$ cat src/rtl/pulse_meter_pkg.sv
// Shared definitions for the pulse meter: FSM state encoding and the fabric
// clock rate shared with the microsecond delay timers.
package pulse_meter_pkg;

   typedef enum logic [1:0] {
      ST_IDLE    = 2'd0,
      ST_ARMED   = 2'd1,
      ST_MEASURE = 2'd2,
      ST_DONE    = 2'd3
   } state_t;

   localparam int unsigned CLK_PER_US_DFLT = 125;

endpackage

$ cat src/rtl/pulse_meter_us_sync.sv
// Two-flop synchronizer for asynchronous inputs into the fabric clock domain.
module pulse_meter_us_sync #(
   parameter int unsigned BIT_LEN = 1
) (
   input  logic               clk,
   input  logic               rst_n,
   input  logic [BIT_LEN-1:0] d,
   output logic [BIT_LEN-1:0] q
);

   logic [BIT_LEN-1:0] meta;

   always_ff @(posedge clk or negedge rst_n) begin
      if (!rst_n) begin
         meta <= '0;
         q    <= '0;
      end else begin
         meta <= d;
         q    <= meta;
      end
   end

endmodule

$ cat src/rtl/pulse_meter_us.sv
// Measures the high time of an asynchronous pulse in whole microseconds.
// Define PULSE_METER_TIMEOUT_EN to abort measurements after TIMEOUT_US.
module pulse_meter_us
   import pulse_meter_pkg::*;
#(
   parameter int unsigned BIT_LEN    = 16,
   parameter int unsigned CLK_PER_US = CLK_PER_US_DFLT,
   parameter int unsigned TIMEOUT_US = 1000
) (
   input  logic               clk,
   input  logic               rst_n,
   input  logic               arm,
   input  logic               sig,
   output logic               busy,
   output logic               valid,
   output logic [BIT_LEN-1:0] width,
   output logic               overflow,
   output logic               timeout,
   input  logic               ack
);

   localparam int unsigned PW = (CLK_PER_US > 1) ? $clog2(CLK_PER_US) : 1;
   localparam logic [PW-1:0] PRE_TOP = PW'(CLK_PER_US - 1);

   if (CLK_PER_US < 2 || TIMEOUT_US < 1 || TIMEOUT_US > (2 ** BIT_LEN) - 1) begin : g_bad_cfg
      $error("pulse_meter_us: invalid CLK_PER_US/TIMEOUT_US for BIT_LEN");
   end

   state_t             state, state_n;
   logic               sig_s, sig_d, rise, fall;
   logic [PW-1:0]      pre, pre_n, pre_step;
   logic [BIT_LEN-1:0] cnt, cnt_n, cnt_step, width_n;
   logic               ovf_step, ovf_n, valid_n, to_q, to_n;

   pulse_meter_us_sync #(.BIT_LEN(1)) u_sync (
      .clk   (clk),
      .rst_n (rst_n),
      .d     (sig),
      .q     (sig_s)
   );

   assign rise    = sig_s & ~sig_d;
   assign fall    = ~sig_s & sig_d;
   assign busy    = (state == ST_ARMED) || (state == ST_MEASURE);
   assign timeout = to_q;

   always_comb begin
      state_n  = state;
      pre_n    = pre;
      cnt_n    = cnt;
      width_n  = width;
      valid_n  = valid;
      ovf_n    = overflow;
      to_n     = to_q;

      // One microsecond tick of the shared prescaler/counter, saturating.
      pre_step = pre + PW'(1);
      cnt_step = cnt;
      ovf_step = overflow;
      if (pre == PRE_TOP) begin
         pre_step = '0;
         if (cnt == '1) ovf_step = 1'b1;
         else           cnt_step = cnt + BIT_LEN'(1);
      end

      unique case (state)
         ST_IDLE: begin
            if (arm) begin
               state_n = ST_ARMED;
               pre_n   = '0;
               cnt_n   = '0;
               ovf_n   = 1'b0;
               to_n    = 1'b0;
            end
         end
         ST_ARMED: begin
            if (rise) begin
               state_n = ST_MEASURE;
               pre_n   = '0;
               cnt_n   = '0;
            end
`ifdef PULSE_METER_TIMEOUT_EN
            else begin
               pre_n = pre_step;
               cnt_n = cnt_step;
               if (cnt_step == BIT_LEN'(TIMEOUT_US)) begin
                  state_n = ST_DONE;
                  width_n = '0;
                  valid_n = 1'b1;
                  to_n    = 1'b1;
               end
            end
`endif
         end
         ST_MEASURE: begin
            pre_n = pre_step;
            cnt_n = cnt_step;
            ovf_n = ovf_step;
            if (fall) begin
               state_n = ST_DONE;
               width_n = cnt_step;
               valid_n = 1'b1;
            end
`ifdef PULSE_METER_TIMEOUT_EN
            else if (cnt_step == BIT_LEN'(TIMEOUT_US)) begin
               state_n = ST_DONE;
               width_n = BIT_LEN'(TIMEOUT_US);
               valid_n = 1'b1;
               to_n    = 1'b1;
            end
`endif
         end
         ST_DONE: begin
            if (ack) begin
               state_n = ST_IDLE;
               valid_n = 1'b0;
               ovf_n   = 1'b0;
               to_n    = 1'b0;
            end
         end
         default: state_n = ST_IDLE;
      endcase
   end

   always_ff @(posedge clk or negedge rst_n) begin
      if (!rst_n) begin
         state    <= ST_IDLE;
         sig_d    <= 1'b0;
         pre      <= '0;
         cnt      <= '0;
         width    <= '0;
         valid    <= 1'b0;
         overflow <= 1'b0;
         to_q     <= 1'b0;
      end else begin
         state    <= state_n;
         sig_d    <= sig_s;
         pre      <= pre_n;
         cnt      <= cnt_n;
         width    <= width_n;
         valid    <= valid_n;
         overflow <= ovf_n;
         to_q     <= to_n;
      end
   end

endmodule
$ cat config.mk
export PLATFORM = sky130hd
export DESIGN_NAME = pulse_meter_us
export DESIGN_NICKNAME = d
export VERILOG_FILES = /design/src/rtl/pulse_meter_pkg.sv /design/src/rtl/pulse_meter_us_sync.sv /design/src/rtl/pulse_meter_us.sv
export SDC_FILE = /design/constraint.sdc
export NUM_CORES = 1
export LEC_CHECK = 0
export CAP_MARGIN = 20
export CORE_AREA = 2 2 80 82
export CTS_BUF_LIST = sky130_fd_sc_hd__clkbuf_16
export DETAILED_ROUTE_END_ITERATION = 8
export DIE_AREA = 0 0 82 84
export DONT_BUFFER_PORTS = 1
export SLEW_MARGIN = 20
export SYNTH_ARGS = -nofsm -noshare
export SYNTH_HDL_FRONTEND = slang
export SYNTH_SLANG_ARGS = --single-unit
$ cat constraint.sdc
create_clock -name clk -period 4.75 [get_ports clk]
set_clock_uncertainty 0.2 [all_clocks]
set_input_delay 0 -clock clk [delete_from_list [all_inputs] [get_ports clk]]
set_output_delay 0 -clock clk [all_outputs]
set_load 0.03 [all_outputs]
; ---- Word-level counts from Yosys, hierarchy flattened
; Cells that the tools add are included.
[op_classes]
n_addsub = 2
eq_ne = 11
n_mux = 22
bitwise_logic = 4
reduce_logical = 12
[op_table]
columns = operator, count
row1 = two-way mux 16 bit, 4
row2 = one-hot mux 16 bit (3 select lines), 1
row3 = two-way mux 7 bit, 3
row4 = one-hot mux 7 bit (3 select lines), 1
row5 = "adder 16 x 1 -> 16 bit, second input constant", 1
row6 = "== test 16 bit, second input constant", 1
row7 = AND reduction 3 bit, 3
row8 = two-way mux 2 bit, 4
row9 = "inequality test 2 bit, second input constant", 4
row10 = one-hot mux 2 bit (4 select lines), 1
row11 = "adder 7 x 1 -> 7 bit, second input constant", 1
row12 = "== test 7 bit, second input constant", 1
row13 = nonzero test 3 bit, 2
row14 = two-way mux 1 bit, 5
row15 = AND reduction 5 bit, 1
row16 = "== test 2 bit, second input constant", 2
row17 = "inequality test 2 x 1 -> 1 bit, second input constant", 2
row18 = one-hot mux 1 bit (2 select lines), 2
row19 = AND reduction 4 bit, 1
row20 = nonzero test 2 bit, 2
row21 = one-hot mux 1 bit (3 select lines), 1
row22 = bitwise AND 1 bit, 2
row23 = "== test 2 x 1 -> 1 bit, second input constant", 1
row24 = zero test 2 bit, 1
row25 = 3 further kinds, 4
[totals]
reg_bits = 47
inputBits = 5
output_inout_bits = 20
word_cells = 61

; ---- Depth between registers and ports, before layout
; Gate-level depths: netlist (run 1).
[depth]
ltp_word = 4
ltp_mapped = 9
depth_no_buf = 7

; ---- Modules after synthesis
; A second synthesis (run 1) with hierarchy kept.
[unflattened]
hier_cells = 277
hier_area_um2 = 2571.2
[by_module_without_submodules]
columns = module, instances, cells_per_inst, area_each_um2, seq_area_each_um2
row1 = pulse_meter_us, 1, 275, 2521.2, 1101.1
row2 = pulse_meter_us_sync, 1, 2, 50.0, 50.0

; ---- Worst setup path before layout (run 1)
; OpenSTA, ideal clock, no wires.
[synth_timing]
kind = reg2reg
startpoint = register pre[0]
endpoint = register cnt[15]
setup_ns = 0.120
t_arrival_ns = 1.900
required_time_ns = 4.430
path_slack_ns = 2.530
path_stages_with_launch = 8
n_path_buf = 0
period_less_slack_ns = 2.220
path_cell_list = dfrtp_1 > inv_1 > ha_1 > nand4_4 > nor4_4 > nand4_2 > or4_1 > o211a_1
[synth_between]
elab_chain_cells = 3
[synth_rtl]
columns = element, line_no
row1 = "start, declared", pulse_meter_us.sv:31  ; logic [PW-1:0] pre, pre_n, pre_step;
row2 = "start signal, assigned", pulse_meter_us.sv:138  ; pre <= pre_n;
row3 = == test 7 bit, pulse_meter_us.sv:60  ; if (pre == PRE_TOP) begin
row4 = two-way mux 16 bit, pulse_meter_us.sv:60
row5 = one-hot mux 16 bit (3 select lines), pulse_meter_us.sv:66  ; unique case (state)
row6 = "end signal, assigned", pulse_meter_us.sv:139  ; cnt <= cnt_n;
row7 = "end, declared", pulse_meter_us.sv:32  ; logic [BIT_LEN-1:0] cnt, cnt_n, cnt_step, width_n;
; No other way between the ends.
; A chain may end at the register's enable or synchronous reset.

; ---- Final worst setup path (run 1)
[layout_timing]
startpoint = register state[0]
endpoint = register width[13]
[layout_between]
elab_chain_cells = 2
[layout_rtl]
columns = element, line_no
row1 = "start, declared", pulse_meter_us.sv:29  ; state_t state, state_n;
row2 = "start signal, assigned", pulse_meter_us.sv:136  ; state <= state_n;
row3 = == test 2 bit, pulse_meter_us.sv:66
row4 = AND reduction 2 bit (no source line), -
row5 = "end signal, assigned", pulse_meter_us.sv:140  ; width <= width_n;
row6 = "end, declared", pulse_meter_us.sv:16  ; output logic [BIT_LEN-1:0] width,
; No other way between the ends.

==> results_dict.tcl, run 1 <==
set metrics [dict create \
    crit_path_end_kind "flip-flop" \
    r2r-start "state[0]" \
    core_area_um2 6096 \
    outcome "complete, no violations" \
    syn_nets 297 \
    grt_antenna_before_repair 0 \
    clockBufferDepth 2 \
    dp_hpwl_um 3508 \
    setup_viol 0 \
    critPathMaxFanout 24 \
    worst_setup_path_start_kind "flip-flop" \
    syn_to_final_growth_pct 8.737 \
    grtUsageTotal 0.1686 \
    ir_worst_vdd_uv 412.7 \
    viasPerCell 5.392 \
    p_comb_frac 0.311 \
    synth.distinct_cells 48 \
    leakagePower_nw 1.246 \
    pwr-share-seq 0.426 \
    async_flop_share 1.000 \
    fin_crit_ns 2.625 \
    dp_slack_ns 2.112 \
    finalCritPeriodShare 0.5526 \
    hold_class "primary input to flip-flop" \
    hold_depth 4 \
    die_width_um 82 \
    synth_cells 282 \
    grt_max_degree 47 \
    rows 29 \
    worstMarginPinSlew_ns 0.7572 \
    synth_area_um2 2606 \
    ys_warn_count 0 \
    regToRegSetupSlack_ns 2.12 \
    numCtsBuffers 5 \
    grt_pass1_wl_um 8880 \
    ios 25 \
    die_y_um 84 \
    seqCellArea_um2 1151 \
    clk_pin_slew_worst_paths_ns 0.06 \
    synth_flop_cell "dfrtp_1" \
    drv_cap 0 \
    numPortBuffers 0 \
    gr-total-overflow 0 \
    r2r_end "width[13]" \
    clockRootBuffer "clkbuf_16" \
    netlist_top_cells_area "dfrtp_1 (44%), o21ai_0 (5.0%), ha_1 (4.8%)" \
    wl_met1_um 2500 \
    reg2reg_depth 6 \
    met3_length_um 206 \
    finalHoldViolations 0 \
    drt.antenna.violating_nets 0 \
    grt_pass1_vias 1823 \
    totalWireLength_um 5126 \
    crit_arrival_ns 2.59 \
    yosys.area.top_type "dfrtp_1" \
    htree_levels 2 \
    syn_avg_cell_area_um2 9.242 \
    fill_cells 567 \
    path_class "flip-flop to flip-flop" \
    initialDrtViolationCount 98 \
    hp-start "arm" \
    drive_gt1_frac 0.08273 \
    clk_latency_ns 0.28 \
    wire_per_inst_um 14.44 \
    route.detailed.drc 0 \
    firstDrtPassIters 4 \
    initial_core_util 0.4275 \
    fmax_mhz 380.9 \
    multiInputGateArea_um2 1346 \
    dr_total_vias 1914 \
    rsz0062_at_grt "false" \
    setup_slack_ns 2.125 \
    die_area_um2 6888 \
    synth_edf_count 0 \
    max-slew-margin-rel 0.4952 \
    seq_area_frac_synth 0.4417 \
    tritoncts "yes" \
    power.share.clock 0.263 \
    setup_tns_ns 0 \
    synth.top_cell.area_share 0.4417 \
    intPower_w 0.0007532 \
    fin_nets 292 \
    critPathRequiredTime_ns 4.72 \
    ys_ff_latch 46 \
    antennaDiodeCount 0 \
    slew_viol_final 0 \
    clock-sinks 46 \
    top_layer "met4" \
    gp_congestion 0.7718 \
    netSwitchingFraction 0.4053 \
    powerDensity_nw_per_um2 446.9 \
    met2WireLength_um 2359 \
    hold_end "overflow" \
    p_switching_w 0.0005134 \
]
-- layout make-up --
class / instances / area share
Multi-Input combinational cell: 209 / 0.4751
Sequential cell: 46 / 0.4062
Clock buffer: 5 / 0.04415
Tap cell: 77 / 0.03400
Timing Repair Buffer: 5 / 0.02296
Inverter: 10 / 0.01325
Clock inverter: 3 / 0.004415
-- worst max-delay path, stage by stage (launching register included) --
cell and delay [ns]:
dfrtp_1 0.43, inv_1 0.14, ha_1 0.57, inv_1 0.34
or2_2 0.54, nor2_1 0.20, a21oi_1 0.08
-- worst max-delay path by stage --
stage                     startpoint        end  slack, ns  cells after the start
after floorplan               pre[0]    cnt[15]       2.53                      7
after global placement      state[0]  width[13]       2.18                      6
after detailed placement    state[0]  width[13]       2.11                      6
after CTS                   state[0]  width[13]       2.10                      6
after global routing        state[0]  width[15]       1.87                      6
final                       state[0]  width[13]       2.12                      6
-- layer usage --
layer	track usage	vias up
met3	0.05736	4
met5	0	-
met4	0.06364	0
met1	0.2244	892
li1	-	984
met2	0.2506	34
-- synth_stat cells, types with 5 or more instances --
| library cell | n |
|---|---|
| inv_1 | 10 |
| and3_1 | 7 |
| a21oi_1 | 22 |
| mux2i_1 | 8 |
| xor2_1 | 5 |
| nand4_1 | 6 |
| xnor2_1 | 8 |
| o211ai_1 | 5 |
| nor2_1 | 24 |
| nor3_1 | 5 |
| ha_1 | 10 |
| nand3_1 | 6 |
| clkbuf_1 | 12 |
| nand2_1 | 33 |
| dfrtp_1 | 46 |
| o21ai_0 | 26 |
-- state kept, by name, indices dropped and copies added, names as in the netlist --
| register | cells |
|---|---|
| sig_d | 1 |
| u_sync.meta | 1 |
| valid | 1 |
| cnt | 16 |
| u_sync.q | 1 |
| state | 2 |
| overflow | 1 |
| width | 16 |
| pre | 7 |
-- power by group through the flow --
stage / Sequential, W / Clock [W] / Combinational (W)
after detailed placement: 0.000549 / 0 / 0.000385
after floorplan: 0.000538 / 0 / 0.000308
final: 0.000540 / 0.000333 / 0.000394
after global placement: 0.000548 / 0 / 0.000377
after CTS: 0.000541 / 0.000344 / 0.000400
after global routing: 0.000548 / 0.000362 / 0.000456
-- repair_timing --
item | in CTS | in global routing
buffers inserted | 0 | 0
gates resized for setup | 0 | 0
hold endpoints to repair | 51 | 0
hold buffers | 4 | 0
-- logic make-up after synthesis --
group,Yosys count,share of synthesized area
XOR/XNOR,13,0.04369
adder cells (fa/ha/maj),10,0.04801
other,1,0.001439
AO/OA/AOI/OAI,71,0.1666
buffers and inverters,27,0.04176
flip-flops,46,0.4417
multiplexers,9,0.03505
AND/OR/NAND/NOR,105,0.2218
-- placed cells by master (no fill, tap or decap), drive strengths merged, types with 2 or more instances in the layout --
master and instances:
xnor2 8, a21oi 22, o21ai 29, a211o 2
or2 3, xor2 5, o31ai 3, nand2 34
a31oi 3, nor3 6, and4 4, o211ai 5
and3 8, inv 11, dfrtp 46, nand4 8
mux2i 8, clkbuf 5, nor2 24, nand2b 2
clkinv 2, dlygate4sd3 3, nor2b 2, nor4 4
ha 10, o2111a 2, nand3 7, buf 2
-- per-stage QoR --
stage               instances  utilization  power [W]  hold WS [ns]  area, um^2
global route              355       0.4649   0.001366       0.05058        2834
finish                    355       0.4649   0.001267       0.02360        2834
global placement          343       0.4329  0.0009248       -0.4943        2639
detailed placement        343       0.4329  0.0009341       -0.4942        2639
floorplan                 282            -  0.0008463       -0.4956        2606
CTS                       355       0.4649   0.001285       0.01019        2834
No activity file was read; power rests on OpenSTA's default activity.
==> run 2, diff against run 1 <==
Clock period 4.75 ns to 2.45 ns, I/O delays scaled along.
==> results_dict.tcl, run 2 (same netlist as run 1, synthesis figures left out) <==
set metrics [dict create \
    setup_slack_ns 0.2107 \
    setup_tns_ns 0 \
    dp_slack_ns 0.2118 \
    crit_arrival_ns 2.24 \
    ios 25 \
    route.detailed.drc 0 \
    critPathMaxFanout 9 \
    gr-total-overflow 0 \
    reg2reg_depth 7 \
    clock-sinks 46 \
    grt_pass1_vias 1919 \
    drv_cap 0 \
    gp_congestion 0.7947 \
    leakagePower_nw 1.301 \
    hold_class "primary input to asynchronous set/reset pin" \
    drt.antenna.violating_nets 0 \
    layout_common_cells "dfrtp_1 (46), nand2_1 (33), o21ai_0 (26), nor2_1 (24), a21oi_1 (22)" \
    utilization 0.4807 \
    powerDensity_nw_per_um2 903.5 \
    regToRegSetupSlack_ns 0.21 \
    die_y_um 84 \
    fin_nets 301 \
    wire_per_inst_um 14.67 \
    firstDrtPassIters 4 \
    seqCellArea_um2 1151 \
    final_common_cell "dfrtp_1" \
    tritoncts "yes" \
    ir_worst_vdd_uv 756.6 \
    numCtsBuffers 5 \
    worst_setup_path_start_kind "flip-flop" \
    core_area_um2 6096 \
    final_area_um2 2930 \
    initialDrtViolationCount 101 \
    die_width_um 82 \
    clockBufferDepth 2 \
    outcome "complete, no violations" \
    grtUsageTotal 0.1739 \
    die_area_um2 6888 \
    cp-startpoint "state[0]" \
    dr_total_vias 1974 \
    r2r-start "state[0]" \
    multiInputGateArea_um2 1346 \
    fill_cells 569 \
    setup_viol 0 \
    clk_latency_ns 0.29 \
    syn_to_final_growth_pct 12.43 \
    grt_max_degree 47 \
    numPortBuffers 0 \
    clockRootBuffer "clkbuf_16" \
    path_class "flip-flop to flip-flop" \
    rsz0062_at_grt "false" \
    critPathRequiredTime_ns 2.45 \
    clk_pin_slew_worst_paths_ns 0.06 \
    r2r_end "cnt[0]" \
    max-slew-margin-rel 0.5984 \
    viasPerCell 5.423 \
    initial_core_util 0.4275 \
    fin_crit_ns 2.239 \
    grt_antenna_before_repair 0 \
    drive_gt1_frac 0.1150 \
    totalWireLength_um 5340 \
    top_regs "cnt (16), width (16), pre (7)" \
    finalCritPeriodShare 0.9140 \
    grt_pass1_wl_um 9335 \
    crit_path_end_kind "flip-flop" \
    slew_viol_final 0 \
    htree_levels 2 \
    place_area_um2 2706 \
    worstMarginPinSlew_ns 0.6002 \
    finalHoldViolations 0 \
    rows 29 \
    dp_hpwl_um 3776 \
    antennaDiodeCount 0 \
    fmax_mhz 446.6 \
]
[run 2: cell count changes in the layout (fill, tap and decap cells not counted)]
cell	delta
buf_4	+9
clkinv_1	-1
clkinvlp_4	+1
bufinv_16	+1
clkinv_2	-1
[run 2: final cells by class]
type | count | share of cell area
multi-input cells | 209 | 0.4594
repair buffers | 14 | 0.04526
clock buffers | 5 | 0.04270
flip-flops and latches | 46 | 0.3928
clock inverters | 3 | 0.01409
well taps | 77 | 0.03288
inverters | 10 | 0.01281
[run 2: what timing repair did]
item	4_1_cts	5_1_grt
hold buffers	4	0
gates resized for setup	0	0
hold endpoints to repair	51	0
setup buffers	0	0
[run 2: how the worst max path moves through the flow]
stage	slack (ns)	endpoint	depth (start not counted)
finish	0.21	cnt[0]	7
global route	0.04	width[10]	7
CTS	0.19	cnt[0]	7
detailed placement	0.21	cnt[0]	7
global placement	0.22	cnt[0]	7
floorplan	0.23	cnt[15]	7
[run 2: stage by stage]
step           cells  hold WS, ns  total power (W)
2_1_floorplan    282      -0.4956         0.001641
5_1_grt          364      0.05648         0.002824
3_5_place_dp     352      -0.4942         0.001875
4_1_cts          364      0.02429         0.002672
6_report         364      0.02176         0.002647
3_3_place_gp     352      -0.4944         0.001857
[run 2: routing by layer]
layer / vias to the layer above / routed length (um) / track usage
li1: 1001 / - / -
met1: 935 / 2540 / 0.2372
met5: - / 0 / 0
met2: 31 / 2552 / 0.2779
met4: 0 / 61 / 0.04545
met3: 7 / 185 / 0.03680
[run 2: worst max-delay path, cell delays in order, from the launching register on]
cell and delay (ns):
dfrtp_1 0.42, inv_1 0.11, ha_1 0.20, nor2b_1 0.16, a211o_1 0.39, buf_4 0.21
or3_1 0.30, o211ai_1 0.17
[run 2: report_power, final]
part / switching, W / internal [W]
clock network: 0.000293 / 0.000478
registers: 0.000195 / 0.000852
logic: 0.000544 / 0.000286
total: 0.00103 / 0.00162
